<file path="src/rtl/logic_unit_controller_if.sv">
// logic_unit_controller_if
// Command and result handshake bundle for the 8-bit logic datapath sequencer.
//   cmd_valid / cmd_ready    : command handshake (source -> controller)
//   cmd_op [2:0]             : operation code
//   cmd_operand [WIDTH-1:0]  : operand B
//   res_valid / res_ready    : result handshake (controller -> consumer)
//   res_data [WIDTH-1:0]     : accumulator value after the command
//   res_zero                 : res_data == 0
// Modports: master = command source / result consumer, slave = controller.
interface logic_unit_controller_if #(
  parameter int WIDTH = 8
);
  logic             cmd_valid;
  logic             cmd_ready;
  logic [2:0]       cmd_op;
  logic [WIDTH-1:0] cmd_operand;
  logic             res_valid;
  logic             res_ready;
  logic [WIDTH-1:0] res_data;
  logic             res_zero;

  modport master (
    output cmd_valid, cmd_op, cmd_operand, res_ready,
    input  cmd_ready, res_valid, res_data, res_zero
  );

  modport slave (
    input  cmd_valid, cmd_op, cmd_operand, res_ready,
    output cmd_ready, res_valid, res_data, res_zero
  );
endinterface

</file>
<file path="src/rtl/logic_unit_controller.sv">
// logic_unit_controller
// Sequencer for the bitwise logic datapath. Commands are buffered in a small
// FIFO, executed one at a time against a persistent accumulator, and every
// result is returned through a valid/ready response port.
// Ports:
//   clk   : system clock, rising edge
//   reset : asynchronous, active-high reset
//   bus   : logic_unit_controller_if.slave (command and result handshakes)
//   busy  : FSM not idle or FIFO not empty
module logic_unit_controller #(
  parameter int WIDTH      = 8,
  parameter int FIFO_DEPTH = 4
) (
  input  logic                     clk,
  input  logic                     reset,
  logic_unit_controller_if.slave   bus,
  output logic                     busy
);

  localparam int PTR_W = (FIFO_DEPTH > 1) ? $clog2(FIFO_DEPTH) : 1;
  localparam int CNT_W = PTR_W + 1;

  typedef enum logic [2:0] {
    OP_LOAD  = 3'b000,
    OP_AND   = 3'b001,
    OP_OR    = 3'b010,
    OP_NOT   = 3'b011,
    OP_XOR   = 3'b100,
    OP_NAND  = 3'b101,
    OP_NOR   = 3'b110,
    OP_CLEAR = 3'b111
  } op_t;

  typedef enum logic [1:0] {
    IDLE = 2'b00,
    EXEC = 2'b01,
    RESP = 2'b10
  } state_t;

  typedef struct packed {
    logic [2:0]       op;
    logic [WIDTH-1:0] operand;
  } cmd_t;

  cmd_t             fifo_mem [FIFO_DEPTH];
  logic [PTR_W-1:0] wr_ptr;
  logic [PTR_W-1:0] rd_ptr;
  logic [CNT_W-1:0] count;
  logic             full;
  logic             empty;
  logic             push;
  logic             pop;

  state_t           state_q;
  state_t           state_d;
  cmd_t             cmd_reg;
  logic [WIDTH-1:0] acc;
  logic [WIDTH-1:0] alu_result;
  logic             res_valid_q;
  logic [WIDTH-1:0] res_data_q;

  assign full          = (count == CNT_W'(FIFO_DEPTH));
  assign empty         = (count == '0);
  assign push          = bus.cmd_valid && !full;
  assign bus.cmd_ready = !full;
  assign bus.res_valid = res_valid_q;
  assign bus.res_data  = res_data_q;
  assign bus.res_zero  = (res_data_q == '0);
  assign busy          = (state_q != IDLE) || !empty;

  // Storage needs no reset: pointers and count alone define the contents.
  always_ff @(posedge clk) begin
    if (push) begin
      fifo_mem[wr_ptr] <= '{op: bus.cmd_op, operand: bus.cmd_operand};
    end
  end

  // Pointers wrap naturally because FIFO_DEPTH is a power of two.
  always_ff @(posedge clk or posedge reset) begin
    if (reset) begin
      wr_ptr <= '0;
      rd_ptr <= '0;
      count  <= '0;
    end else begin
      if (push) begin
        wr_ptr <= wr_ptr + PTR_W'(1);
      end
      if (pop) begin
        rd_ptr <= rd_ptr + PTR_W'(1);
      end
      case ({push, pop})
        2'b10:   count <= count + CNT_W'(1);
        2'b01:   count <= count - CNT_W'(1);
        default: count <= count;
      endcase
    end
  end

  // The gate-level units this block drives, expressed as one mux per opcode.
  always_comb begin
    alu_result = '0;
    case (op_t'(cmd_reg.op))
      OP_LOAD:  alu_result = cmd_reg.operand;
      OP_AND:   alu_result = acc & cmd_reg.operand;
      OP_OR:    alu_result = acc | cmd_reg.operand;
      OP_NOT:   alu_result = ~acc;
      OP_XOR:   alu_result = acc ^ cmd_reg.operand;
      OP_NAND:  alu_result = ~(acc & cmd_reg.operand);
      OP_NOR:   alu_result = ~(acc | cmd_reg.operand);
      OP_CLEAR: alu_result = '0;
      default:  alu_result = '0;
    endcase
  end

  always_ff @(posedge clk or posedge reset) begin
    if (reset) begin
      state_q <= IDLE;
    end else begin
      state_q <= state_d;
    end
  end

  // The pop decision uses the registered count, so a command pushed on this
  // edge is only seen by IDLE on the following edge.
  always_comb begin
    state_d = state_q;
    pop     = 1'b0;
    case (state_q)
      IDLE: begin
        if (!empty) begin
          pop     = 1'b1;
          state_d = EXEC;
        end
      end
      EXEC: state_d = RESP;
      RESP: begin
        if (bus.res_ready) begin
          state_d = IDLE;
        end
      end
      default: state_d = IDLE;
    endcase
  end

  // res_data is only written in EXEC, so it stays frozen for all of RESP.
  always_ff @(posedge clk or posedge reset) begin
    if (reset) begin
      cmd_reg     <= '0;
      acc         <= '0;
      res_valid_q <= 1'b0;
      res_data_q  <= '0;
    end else begin
      if (pop) begin
        cmd_reg <= fifo_mem[rd_ptr];
      end
      if (state_q == EXEC) begin
        acc         <= alu_result;
        res_data_q  <= alu_result;
        res_valid_q <= 1'b1;
      end else if (state_q == RESP && bus.res_ready) begin
        res_valid_q <= 1'b0;
      end
    end
  end

endmodule

</file>
<file path="src/flat_wrapper.sv">
// flat-port wrapper written by rule: the top's interface ports become plain ports
module logic_unit_controller_flat 
#(
  parameter int WIDTH      = 8,
  parameter int FIFO_DEPTH = 4
)
  (clk, reset, busy, bus_cmd_valid, bus_cmd_op, bus_cmd_operand, bus_res_ready, bus_cmd_ready, bus_res_valid, bus_res_data, bus_res_zero);
  logic_unit_controller_if #(.WIDTH(WIDTH)) bus_i ();
  input  logic clk;
  input  logic reset;
  output logic busy;
  input wire logic [$bits(bus_i.cmd_valid)-1:0] bus_cmd_valid;
  input wire logic [$bits(bus_i.cmd_op)-1:0] bus_cmd_op;
  input wire logic [$bits(bus_i.cmd_operand)-1:0] bus_cmd_operand;
  input wire logic [$bits(bus_i.res_ready)-1:0] bus_res_ready;
  output wire logic [$bits(bus_i.cmd_ready)-1:0] bus_cmd_ready;
  output wire logic [$bits(bus_i.res_valid)-1:0] bus_res_valid;
  output wire logic [$bits(bus_i.res_data)-1:0] bus_res_data;
  output wire logic [$bits(bus_i.res_zero)-1:0] bus_res_zero;
  assign bus_i.cmd_valid = bus_cmd_valid;
  assign bus_i.cmd_op = bus_cmd_op;
  assign bus_i.cmd_operand = bus_cmd_operand;
  assign bus_i.res_ready = bus_res_ready;
  assign bus_cmd_ready = bus_i.cmd_ready;
  assign bus_res_valid = bus_i.res_valid;
  assign bus_res_data = bus_i.res_data;
  assign bus_res_zero = bus_i.res_zero;
  logic_unit_controller #(.WIDTH(WIDTH), .FIFO_DEPTH(FIFO_DEPTH)) u_core (.clk(clk), .reset(reset), .bus(bus_i), .busy(busy));
endmodule
</file>
<file path="config.mk">
export PLATFORM = sky130hd
export DESIGN_NAME = logic_unit_controller_flat
export DESIGN_NICKNAME = d
export VERILOG_FILES = /design/src/rtl/logic_unit_controller_if.sv /design/src/rtl/logic_unit_controller.sv /design/src/flat_wrapper.sv
export SDC_FILE = /design/constraint.sdc
export NUM_CORES = 1
export LEC_CHECK = 0
export CORE_UTILIZATION = 53
export DETAILED_ROUTE_END_ITERATION = 10
export HOLD_SLACK_MARGIN = 0.1
export PLACE_DENSITY = 0.79
export RECOVER_POWER = 25
export SLEW_MARGIN = 20
export SYNTH_ARGS = -nofsm -noshare
export SYNTH_HDL_FRONTEND = slang
export SYNTH_SLANG_ARGS = --single-unit
export TNS_END_PERCENT = 5
</file>
<file path="constraint.sdc">
create_clock -name clk -period 2.01 [get_ports clk]
set_input_delay 0.5025 -clock clk [delete_from_list [all_inputs] [get_ports clk]]
set_output_delay 0.5025 -clock clk [all_outputs]
set_load 0.01 [all_outputs]
</file>
==> impl_metrics.tcl, run 1 <==
set metrics [dict create \
    outcome "finished, final reports clean" \
    number_of_cell_rows 29 \
    place_congestion 0.762 \
    start_util_pct 56.4 \
    dp.final_hpwl_um 4430 \
    cellPowerDensity_mw_per_mm2 1600 \
    post_route_skew_ns 0.0119 \
    post_synthesis_average_cell_area_um2 12.8 \
    report.power.total_mw 6.95 \
    detail-route-antenna-nets 0 \
    grt_pass1_wl_um 11100 \
    final_hold_viol_count 0 \
    placeableCoreArea_mm2 0.00649 \
    edff_count_synth 44 \
    clock_path_buffers 2 \
    drtIter0Drc 129 \
    cpLargestDelayFamily "flip-flops" \
    postSynth.asyncResetShare_pct 39.7 \
    vias_after_detailed_routing 2281 \
    sum_of_overflow_across_all_layers_after_global_routing 0 \
    insertedDiodeCount 0 \
    drt_wl_total_um 6370 \
    hp-class "reg -> reg" \
    cp_cell_sequence "inv_1 > nand4_1 > nor2_1 > dlygate4sd2_1" \
    synthTopCellsByArea "sky130_fd_sc_hd__edfxtp_1, sky130_fd_sc_hd__dfrtp_1, sky130_fd_sc_hd__ha_1" \
    synth_fp_nets 324 \
    setup.worst_path.start_class "flop" \
    cts_max_level 3 \
    clock_sinks 73 \
    die_h_um 85.2 \
    clock_latency_ns 0.34 \
    max_clock_freq_mhz 533 \
    cts.hold.buffers_added 0 \
    grt_antenna_before_repair 0 \
    worst_path_max_delay_cell "sky130_fd_sc_hd__dfrtp_1" \
    ys_ff_latch 73 \
    synth_unique_cells 47 \
    drt-pass1-iter-count 5 \
    ctsRootBufferMaster "sky130_fd_sc_hd__clkbuf_8" \
    maxCapViolations 0 \
    crit_path_end_kind "primary output" \
    drc_errors_left 0 \
    max_slew.worst_pin.slew_ns 0.739 \
    setup_repair_after_global_routing_missed_its_margin "false" \
    finalNonFillerCells 412 \
    path_class "reg -> out" \
    synthDominantCellAreaShare_pct 36.1 \
    portBuffers 26 \
    yosys_warnings 0 \
    drive_above_1_share_pct 20.0 \
    worst_setup_hold_path_clk_slew_ns 0.08 \
    finalCritPeriodShare_pct 93.4 \
    postSynthCellCount 287 \
    yosysTopAreaCell "sky130_fd_sc_hd__edfxtp_1" \
    largest_register_ff_count 44 \
    mostFrequentLayoutCell "sky130_fd_sc_hd__edfxtp_1" \
    drt-vias-per-instance 5.54 \
    worst_ep_required_time_ns 1.51 \
    grt_max_degree 34 \
    syn_to_final_growth_pct 18.2 \
    setup_viol 0 \
    cellLeakagePower_nw 1.77 \
    io_pins 27 \
    placed_cells 392 \
    crit_path_max_fanout 4 \
    cpPeakStageDelay_ns 0.41 \
    cp_data_arrival_time_ns 1.37 \
    tritoncts "built" \
    worst_slew_margin_rel_pct 50.7 \
    syn_area_mm2 0.00366 \
    design.final.nets 367 \
    final_cell_mix "sky130_fd_sc_hd__edfxtp_1, sky130_fd_sc_hd__dfrtp_1, sky130_fd_sc_hd__nand2_1" \
    maxSlewViolCount 0 \
    final.min_clock_period_ns 1.88 \
    irDropWorstVdd_v 0.000859 \
    tritoncts.num_buffers 9 \
    synth_sequential_area_ratio_pct 55.9 \
    filler_cell_count 470 \
    post_drt_wl_per_cell_um 15.4 \
    die-area_mm2 0.00725 \
    timing.critical_path.buf_inv 2 \
    number_of_global_route_vias_before_repair 2318 \
    dominantRegCellSynth "sky130_fd_sc_hd__edfxtp_1" \
    global_route.usage.total_pct 19.8 \
    fp.dieW_um 85.2 \
]
## metal layers
layer  track usage [%]  share of wire, %
met3              4.38               3.4
met4              4.93              0.80
met1              28.1                47
met5                 0                 0
met2              31.6                49
## what timing repair did
| action | 4_1_cts | 5_1_grt |
|---|---|---|
| endpoints found under the hold margin | 0 | 0 |
| endpoints found under the setup margin | 3 | 1 |
| buffers inserted | 2 | 2 |
| resized for setup | 4 | 5 |
## Yosys cell counts (2+ instances only)
library cell	number
sky130_fd_sc_hd__a211oi_2	4
sky130_fd_sc_hd__nand2b_1	4
sky130_fd_sc_hd__buf_4	3
sky130_fd_sc_hd__a211o_1	3
sky130_fd_sc_hd__a22oi_1	4
sky130_fd_sc_hd__a21o_1	3
sky130_fd_sc_hd__buf_6	3
sky130_fd_sc_hd__nand3_1	3
sky130_fd_sc_hd__dfrtp_1	29
sky130_fd_sc_hd__nor3_1	3
sky130_fd_sc_hd__o21ai_0	15
sky130_fd_sc_hd__nor2_1	12
sky130_fd_sc_hd__o22ai_1	2
sky130_fd_sc_hd__and3_1	4
sky130_fd_sc_hd__mux2_2	5
sky130_fd_sc_hd__nand2_1	25
sky130_fd_sc_hd__nand4_1	2
sky130_fd_sc_hd__xor2_1	2
sky130_fd_sc_hd__inv_1	27
sky130_fd_sc_hd__mux2i_1	2
sky130_fd_sc_hd__mux4_1	2
sky130_fd_sc_hd__a31oi_1	3
sky130_fd_sc_hd__mux4_2	9
sky130_fd_sc_hd__buf_2	6
sky130_fd_sc_hd__a21oi_1	9
sky130_fd_sc_hd__ha_1	21
sky130_fd_sc_hd__or2b_1	2
sky130_fd_sc_hd__xnor2_1	4
sky130_fd_sc_hd__o211ai_1	2
sky130_fd_sc_hd__edfxtp_1	44
sky130_fd_sc_hd__o21ai_1	8
sky130_fd_sc_hd__nor2_2	5
sky130_fd_sc_hd__o221ai_1	2
sky130_fd_sc_hd__nor2b_1	2
## final timing paths
path	startpoint	endpoint	slack, ns	depth (start not counted)
min in group asynchronous	reset	u_core.cmd_reg[2]	0.80	3
setup reg to reg	u_core.state_q[0]	u_core.count[2]	0.14	9
max in group asynchronous	reset	u_core.cmd_reg[9]	0.74	3
setup / recovery	u_core.acc[5]	bus_res_zero	0.13	4
hold reg to reg	u_core.count[0]	u_core.count[0]	0.54	1
hold / removal	u_core.count[0]	u_core.count[0]	0.54	1
## stage by stage
stage                     TNS, ns  utilization [%]  cell area, um^2  setup WS, ns  hold slack [ns]
after floorplan                 0                -             3660        0.0184            0.477
final                           0             66.7             4330         0.133            0.537
after detailed placement   -0.119             63.1             4100        -0.119            0.504
after global placement    -0.0372             63.1             4100       -0.0372            0.501
after CTS                       0             66.3             4310        0.0581            0.517
after global routing            0             66.7             4330       0.00804            0.565
## layout make-up
class                      instances  area, um^2  share of cell area, %
multi-input combinational        174        1430                   33.0
tap                               77        96.3                   2.22
inverter                          27         101                   2.34
clock inverter                     7        76.3                   1.76
sequential                        73        2050                   47.3
clock buffer                       9         124                   2.86
timing repair buffer              45         459                   10.6
## kinds of logic (layout without fill, tap and decap cells)
logic type | Yosys count | after routing | share of synthesized area [%]
xor gates and xnor gates | 6 | 6 | 1.43
and+or+nand+nor | 67 | 67 | 9.18
AOI/OAI and AO/OA | 61 | 61 | 11.2
buffers and inverters | 40 | 88 | 5.53
muxes | 18 | 18 | 9.05
adders and majority gates | 22 | 22 | 7.72
DFF | 73 | 73 | 55.9
## power by group
part           internal, mW  switching, mW  leakage (nW)
Clock                 0.581          0.569        0.0962
Sequential             2.10          0.410         0.747
Combinational          1.62           1.66         0.923
Total                  4.31           2.64          1.77
No activity file was read; power rests on OpenSTA's default activity.
==> run 2: changes to the inputs <==
Settings changed: CORE_MARGIN set to 1, SKIP_CTS_REPAIR_TIMING set to 1.
==> run 2 against run 1 <==
Via count decreased by 0.70%; cell count decreased by 0.97%; wire length increased by 0.14%; clock power about the same; utilization decreased by 0.37 points; critical path type is now reg -> reg; critical endpoint is now u_core.count[2]; largest cell class unchanged.
==> impl_metrics.tcl, run 2 (synthesized netlist as in run 1, its figures left out) <==
set metrics [dict create \
    hold_slack_ns 0.517 \
    clock_sinks 73 \
    final.min_clock_period_ns 1.91 \
    largest_register_ff_count 44 \
    drtIter0Drc 125 \
    mostFrequentLayoutCell "sky130_fd_sc_hd__edfxtp_1" \
    vias_after_detailed_routing 2265 \
    setup_total_negative_slack_ns 0 \
    ff2ff_path_depth 9 \
    drt-pass1-iter-count 4 \
    cp_cell_sequence "nor3_2 > nand2b_2 > inv_1 > ha_1 > inv_1 > fa_1 > xor2_1 > nor2_1 > xor2_1" \
    crit_path_end_kind "flop" \
    maxSlewViolCount 0 \
    final_cell_mix "sky130_fd_sc_hd__edfxtp_1, sky130_fd_sc_hd__dfrtp_1, sky130_fd_sc_hd__inv_1, sky130_fd_sc_hd__nand2_1, sky130_fd_sc_hd__ha_1" \
    die_h_um 85.2 \
    start_util_pct 56.4 \
    post_route_skew_ns 0.0107 \
    cpPeakStageDelay_ns 0.43 \
    io_pins 27 \
    crit_end "u_core.count[2]" \
    dp.final_hpwl_um 4430 \
    place_ws_ns -0.119 \
    grt_max_degree 34 \
    outcome "finished, final reports clean" \
    placeableCoreArea_mm2 0.00649 \
    post_drt_wl_per_cell_um 15.6 \
    startpoint_of_the_lowest_slack_register_to_register_path "u_core.count[2]" \
    number_of_cell_rows 29 \
    maxCapViolations 0 \
    drt_wl_total_um 6370 \
    cellLeakagePower_nw 1.77 \
    setup_viol 0 \
    drive_above_1_share_pct 18.7 \
    finalCritPeriodShare_pct 94.9 \
    r2r_slack_ns 0.10 \
    global_route.usage.total_pct 19.8 \
    tritoncts "built" \
    hp-class "reg -> reg" \
    worst_slew_margin_rel_pct 49.6 \
    number_of_global_route_vias_before_repair 2315 \
    die-area_mm2 0.00725 \
    worst_setup_hold_path_clk_slew_ns 0.08 \
    critical_path.reg2reg.endpoint "u_core.count[2]" \
    drc_errors_left 0 \
    fp.dieW_um 85.2 \
    clock_latency_ns 0.34 \
    syn_to_final_growth_pct 17.5 \
    worstSetupStartpoint "u_core.count[2]" \
    clock_path_buffers 2 \
    sum_of_overflow_across_all_layers_after_global_routing 0 \
    insertedDiodeCount 0 \
    cellPowerDensity_mw_per_mm2 1600 \
    final_hold_viol_count 0 \
    grt_antenna_before_repair 0 \
    ctsRootBufferMaster "sky130_fd_sc_hd__clkbuf_8" \
    max_clock_freq_mhz 524 \
    post_dp_cell_area_mm2 0.00410 \
    final_area_mm2 0.00431 \
    design.final.nets 363 \
    drt-vias-per-instance 5.55 \
    worst_path_max_delay_cell "sky130_fd_sc_hd__dfrtp_1" \
    portBuffers 26 \
    detail-route-antenna-nets 0 \
    cts_max_level 3 \
    final_critical_path_setup_slack_ns 0.103 \
    tritoncts.num_buffers 9 \
    worst_ep_required_time_ns 2.27 \
    path_class "reg -> reg" \
    setup_repair_after_global_routing_missed_its_margin "true" \
    max_slew.worst_pin.slew_ns 0.756 \
    setup.worst_path.start_class "flop" \
    irDropWorstVdd_v 0.000856 \
    grt_pass1_wl_um 11100 \
    crit_path_max_fanout 5 \
    place_congestion 0.762 \
    cp_data_arrival_time_ns 2.17 \
]
run 2: cell types whose count changed in the layout (fill, tap and decap cells not counted):
| cell | previous run | this run |
|---|---|---|
| sky130_fd_sc_hd__inv_2 | 3 | 2 |
| sky130_fd_sc_hd__nand2b_2 | 0 | 1 |
| sky130_fd_sc_hd__inv_1 | 24 | 25 |
| sky130_fd_sc_hd__dlygate4sd2_1 | 3 | 0 |
| sky130_fd_sc_hd__buf_4 | 13 | 9 |
| sky130_fd_sc_hd__nand2b_4 | 2 | 1 |
| sky130_fd_sc_hd__dlymetal6s2s_1 | 0 | 3 |
run 2: where the power goes:
part           internal [mW]  switching (mW)
Combinational           1.57            1.63
Sequential              2.10           0.426
Clock                  0.581           0.571
run 2: layout make-up:
class                      instances  area (um^2)
timing repair buffer              41          440
inverter                          27          101
fill                             476         2190
clock inverter                     7         76.3
multi-input combinational        174         1420
tap                               77         96.3
clock buffer                       9          124
sequential                        73         2050
run 2: critical path: cells and delay by family, from the launching register on:
kind / cells / cell delay [ns]
XOR/XNOR: 2 / 0.31
adder cells (fa/ha/maj): 2 / 0.53
buffers and inverters: 2 / 0.15
flip-flops: 1 / 0.43
AND/OR/NAND/NOR: 3 / 0.40
run 2: per-layer routing:
metal / up-vias / track usage [%] / wire length, um
li1: 1117 / - / -
met1: 1099 / 27.9 / 2990
met2: 43 / 31.5 / 3120
met3: 6 / 4.38 / 222
met4: 0 / 4.93 / 39
met5: - / 0 / 0
run 2: through the flow:
| step | utilization [%] | total power, mW | instances |
|---|---|---|---|
| after floorplan | - | 4.84 | 287 |
| after CTS | 66.1 | 6.92 | 408 |
| after global placement | 63.1 | 5.61 | 392 |
| after global routing | 66.3 | 7.44 | 408 |
| final | 66.3 | 6.88 | 408 |
| after detailed placement | 63.1 | 5.76 | 392 |
run 2: how the worst min path moves through the flow:
| stage | from | endpoint | slack, ns | cells after the start |
|---|---|---|---|---|
| 3_3_place_gp | u_core.count[2] | u_core.count[2] | 0.50 | 1 |
| 2_1_floorplan | u_core.count[0] | u_core.count[0] | 0.48 | 1 |
| 3_5_place_dp | u_core.count[0] | u_core.count[0] | 0.50 | 1 |
| 5_1_grt | u_core.count[0] | u_core.count[0] | 0.55 | 1 |
| 6_report | u_core.count[0] | u_core.count[0] | 0.52 | 1 |
| 4_1_cts | u_core.count[0] | u_core.count[0] | 0.52 | 1 |
==> run 3: changes to the inputs <==
Settings changed: CORE_UTILIZATION 53 to 40, PLACE_DENSITY 0.79 to 0.63.
==> run 3 against run 2 <==
Global-route usage fell by 4.5 points; combinational power barely moved; sequential power barely moved; register-to-register slack barely moved; first-iteration DRC count fell by 11%; flip-flop and latch count did not move; power fell by 2.2%; worst setup slack improved by 0.0065 ns; critical path type unchanged; largest cell class unchanged.
==> impl_metrics.tcl, run 3 (synthesized netlist as in run 1, its figures left out) <==
set metrics [dict create \
    outcome "finished, final reports clean" \
    tritoncts "built" \
    hp-class "reg -> reg" \
    crit_path_max_fanout 5 \
    drt-vias-per-instance 5.20 \
    vias_after_detailed_routing 2308 \
    worst_ep_required_time_ns 2.27 \
    die-area_mm2 0.00955 \
    met3_usage_pct 4.10 \
    fp.dieW_um 97.7 \
    final_hold_viol_count 0 \
    drtIter0Drc 111 \
    routing_layer_with_the_top_usage_in_global_route "met2" \
    power.internal_mw 4.14 \
    design.final.nets 368 \
    p_switching_mw 2.59 \
    place_congestion 0.755 \
    mostFrequentLayoutCell "sky130_fd_sc_hd__edfxtp_1" \
    detail-route-antenna-nets 0 \
    maxCapViolations 0 \
    maxSlewViolCount 0 \
    max_slew.worst_pin.slew_ns 0.765 \
    global_route.usage.total_pct 15.3 \
    irDropWorstVdd_v 0.000640 \
    clock_latency_ns 0.34 \
    path_class "reg -> reg" \
    place_ws_ns -0.115 \
    placeableCoreArea_mm2 0.00881 \
    grtUsageMet2_pct 24.5 \
    sum_of_overflow_across_all_layers_after_global_routing 0 \
    setup_viol 0 \
    grt_antenna_before_repair 0 \
    post_drt_wl_per_cell_um 14.9 \
    cellPowerDensity_mw_per_mm2 1560 \
    portBuffers 26 \
    start_util_pct 41.6 \
    dp.final_hpwl_um 4610 \
    final_area_mm2 0.00432 \
    drive_above_1_share_pct 19.0 \
    ctsRootBufferMaster "sky130_fd_sc_hd__clkbuf_8" \
    post_dp_cell_area_mm2 0.00415 \
    insertedDiodeCount 0 \
    cellLeakagePower_nw 1.77 \
    die_h_um 97.7 \
    largest_register_ff_count 44 \
    drt-pass1-iter-count 5 \
    crit_path_end_kind "flop" \
    power_frac_comb_pct 47.6 \
    number_of_cell_rows 34 \
    clock_path_buffers 2 \
    grt_pass1_wl_um 11400 \
    filler_cell_count 774 \
    setup_repair_after_global_routing_missed_its_margin "true" \
    number_of_global_route_vias_before_repair 2274 \
    syn_to_final_growth_pct 18.0 \
    grt_max_degree 34 \
    power_frac_clock_pct 14.5 \
    final_critical_path_setup_slack_ns 0.110 \
    cts_max_level 3 \
    drc_errors_left 0 \
    clock_sinks 73 \
    sequentialPowerShare_pct 37.8 \
    worst_setup_hold_path_clk_slew_ns 0.07 \
    final_cell_mix "sky130_fd_sc_hd__edfxtp_1, sky130_fd_sc_hd__dfrtp_1, sky130_fd_sc_hd__inv_1, sky130_fd_sc_hd__nand2_1, sky130_fd_sc_hd__ha_1" \
    r2r_slack_ns 0.11 \
    setup.worst_path.start_class "flop" \
    switching_share_pct 38.5 \
    tritoncts.num_buffers 9 \
    max_clock_freq_mhz 526 \
    final.min_clock_period_ns 1.90 \
    finalCritPeriodShare_pct 94.5 \
    drt_wl_total_um 6630 \
    worst_slew_margin_rel_pct 49.0 \
    seq_area_mm2 0.00205 \
    cp_data_arrival_time_ns 2.16 \
    post_route_skew_ns 0.00727 \
    multi_input_comb_area_mm2 0.00142 \
    io_pins 27 \
    global_routing_usage_on_met1_pct 20.6 \
]
-- run 3: cell types whose count changed in the layout (fill, tap and decap cells not counted), moves of 2 or more --
cell                       change
sky130_fd_sc_hd__clkbuf_1      +2
sky130_fd_sc_hd__inv_6         -2
sky130_fd_sc_hd__buf_12        -2
sky130_fd_sc_hd__buf_4         +7
-- run 3: final cells by class --
class                           count  share of cell area (%)
Inverter                           27                    2.34
Tap cell                          108                    3.13
Clock inverter                      5                   0.753
Sequential cell                    73                    47.4
Timing Repair Buffer               46                    10.5
Clock buffer                       11                    3.04
Multi-Input combinational cell    174                    32.9
-- run 3: metal layers --
layer | part of all wire (%) | vias to the layer above
li1 | - | 1126
met1 | 47 | 1120
met2 | 48 | 53
met3 | 4.0 | 9
met4 | 1.0 | 0
met5 | 0 | -
-- run 3: power by group through the flow --
stage | combinational [mW] | clock [mW] | sequential [mW]
finish | 3.21 | 0.980 | 2.55
floorplan | 2.40 | 0 | 2.44
CTS | 3.23 | 1.02 | 2.56
global route | 3.60 | 1.08 | 2.64
global placement | 3.13 | 0 | 2.56
detailed placement | 3.21 | 0 | 2.59
-- run 3: worst paths after layout --
check	startpoint	endpoint	cells past startpoint
setup reg to reg	u_core.count[2]	u_core.count[2]	9
min in group asynchronous	reset	u_core.acc[5]	3
hold / removal	u_core.count[0]	u_core.count[0]	1
hold reg to reg	u_core.count[0]	u_core.count[0]	1
setup / recovery	u_core.count[2]	u_core.count[2]	9
max in group asynchronous	reset	u_core.rd_ptr[0]	3
-- run 3: worst max-delay path, cell delays in order (launching register included) --
cell                       delay [ns]
sky130_fd_sc_hd__dfrtp_1         0.42
sky130_fd_sc_hd__nor3_2          0.07
sky130_fd_sc_hd__nand2b_2        0.22
sky130_fd_sc_hd__inv_1           0.11
sky130_fd_sc_hd__ha_1            0.17
sky130_fd_sc_hd__inv_1           0.05
sky130_fd_sc_hd__fa_1            0.37
sky130_fd_sc_hd__xor2_1          0.15
sky130_fd_sc_hd__nor2_1          0.11
sky130_fd_sc_hd__xor2_1          0.16
-- run 3: per-stage QoR --
step / power, mW / utilization [%] / std cells / hold slack [ns] / setup TNS, ns
2_1_floorplan: 4.84 / - / 287 / 0.477 / 0
6_report: 6.74 / 49.1 / 444 / 0.510 / 0
3_3_place_gp: 5.69 / 47.1 / 428 / 0.493 / -0.0581
4_1_cts: 6.81 / 48.9 / 444 / 0.514 / -0.338
3_5_place_dp: 5.80 / 47.1 / 428 / 0.499 / -0.115
5_1_grt: 7.32 / 49.1 / 444 / 0.547 / -0.0164
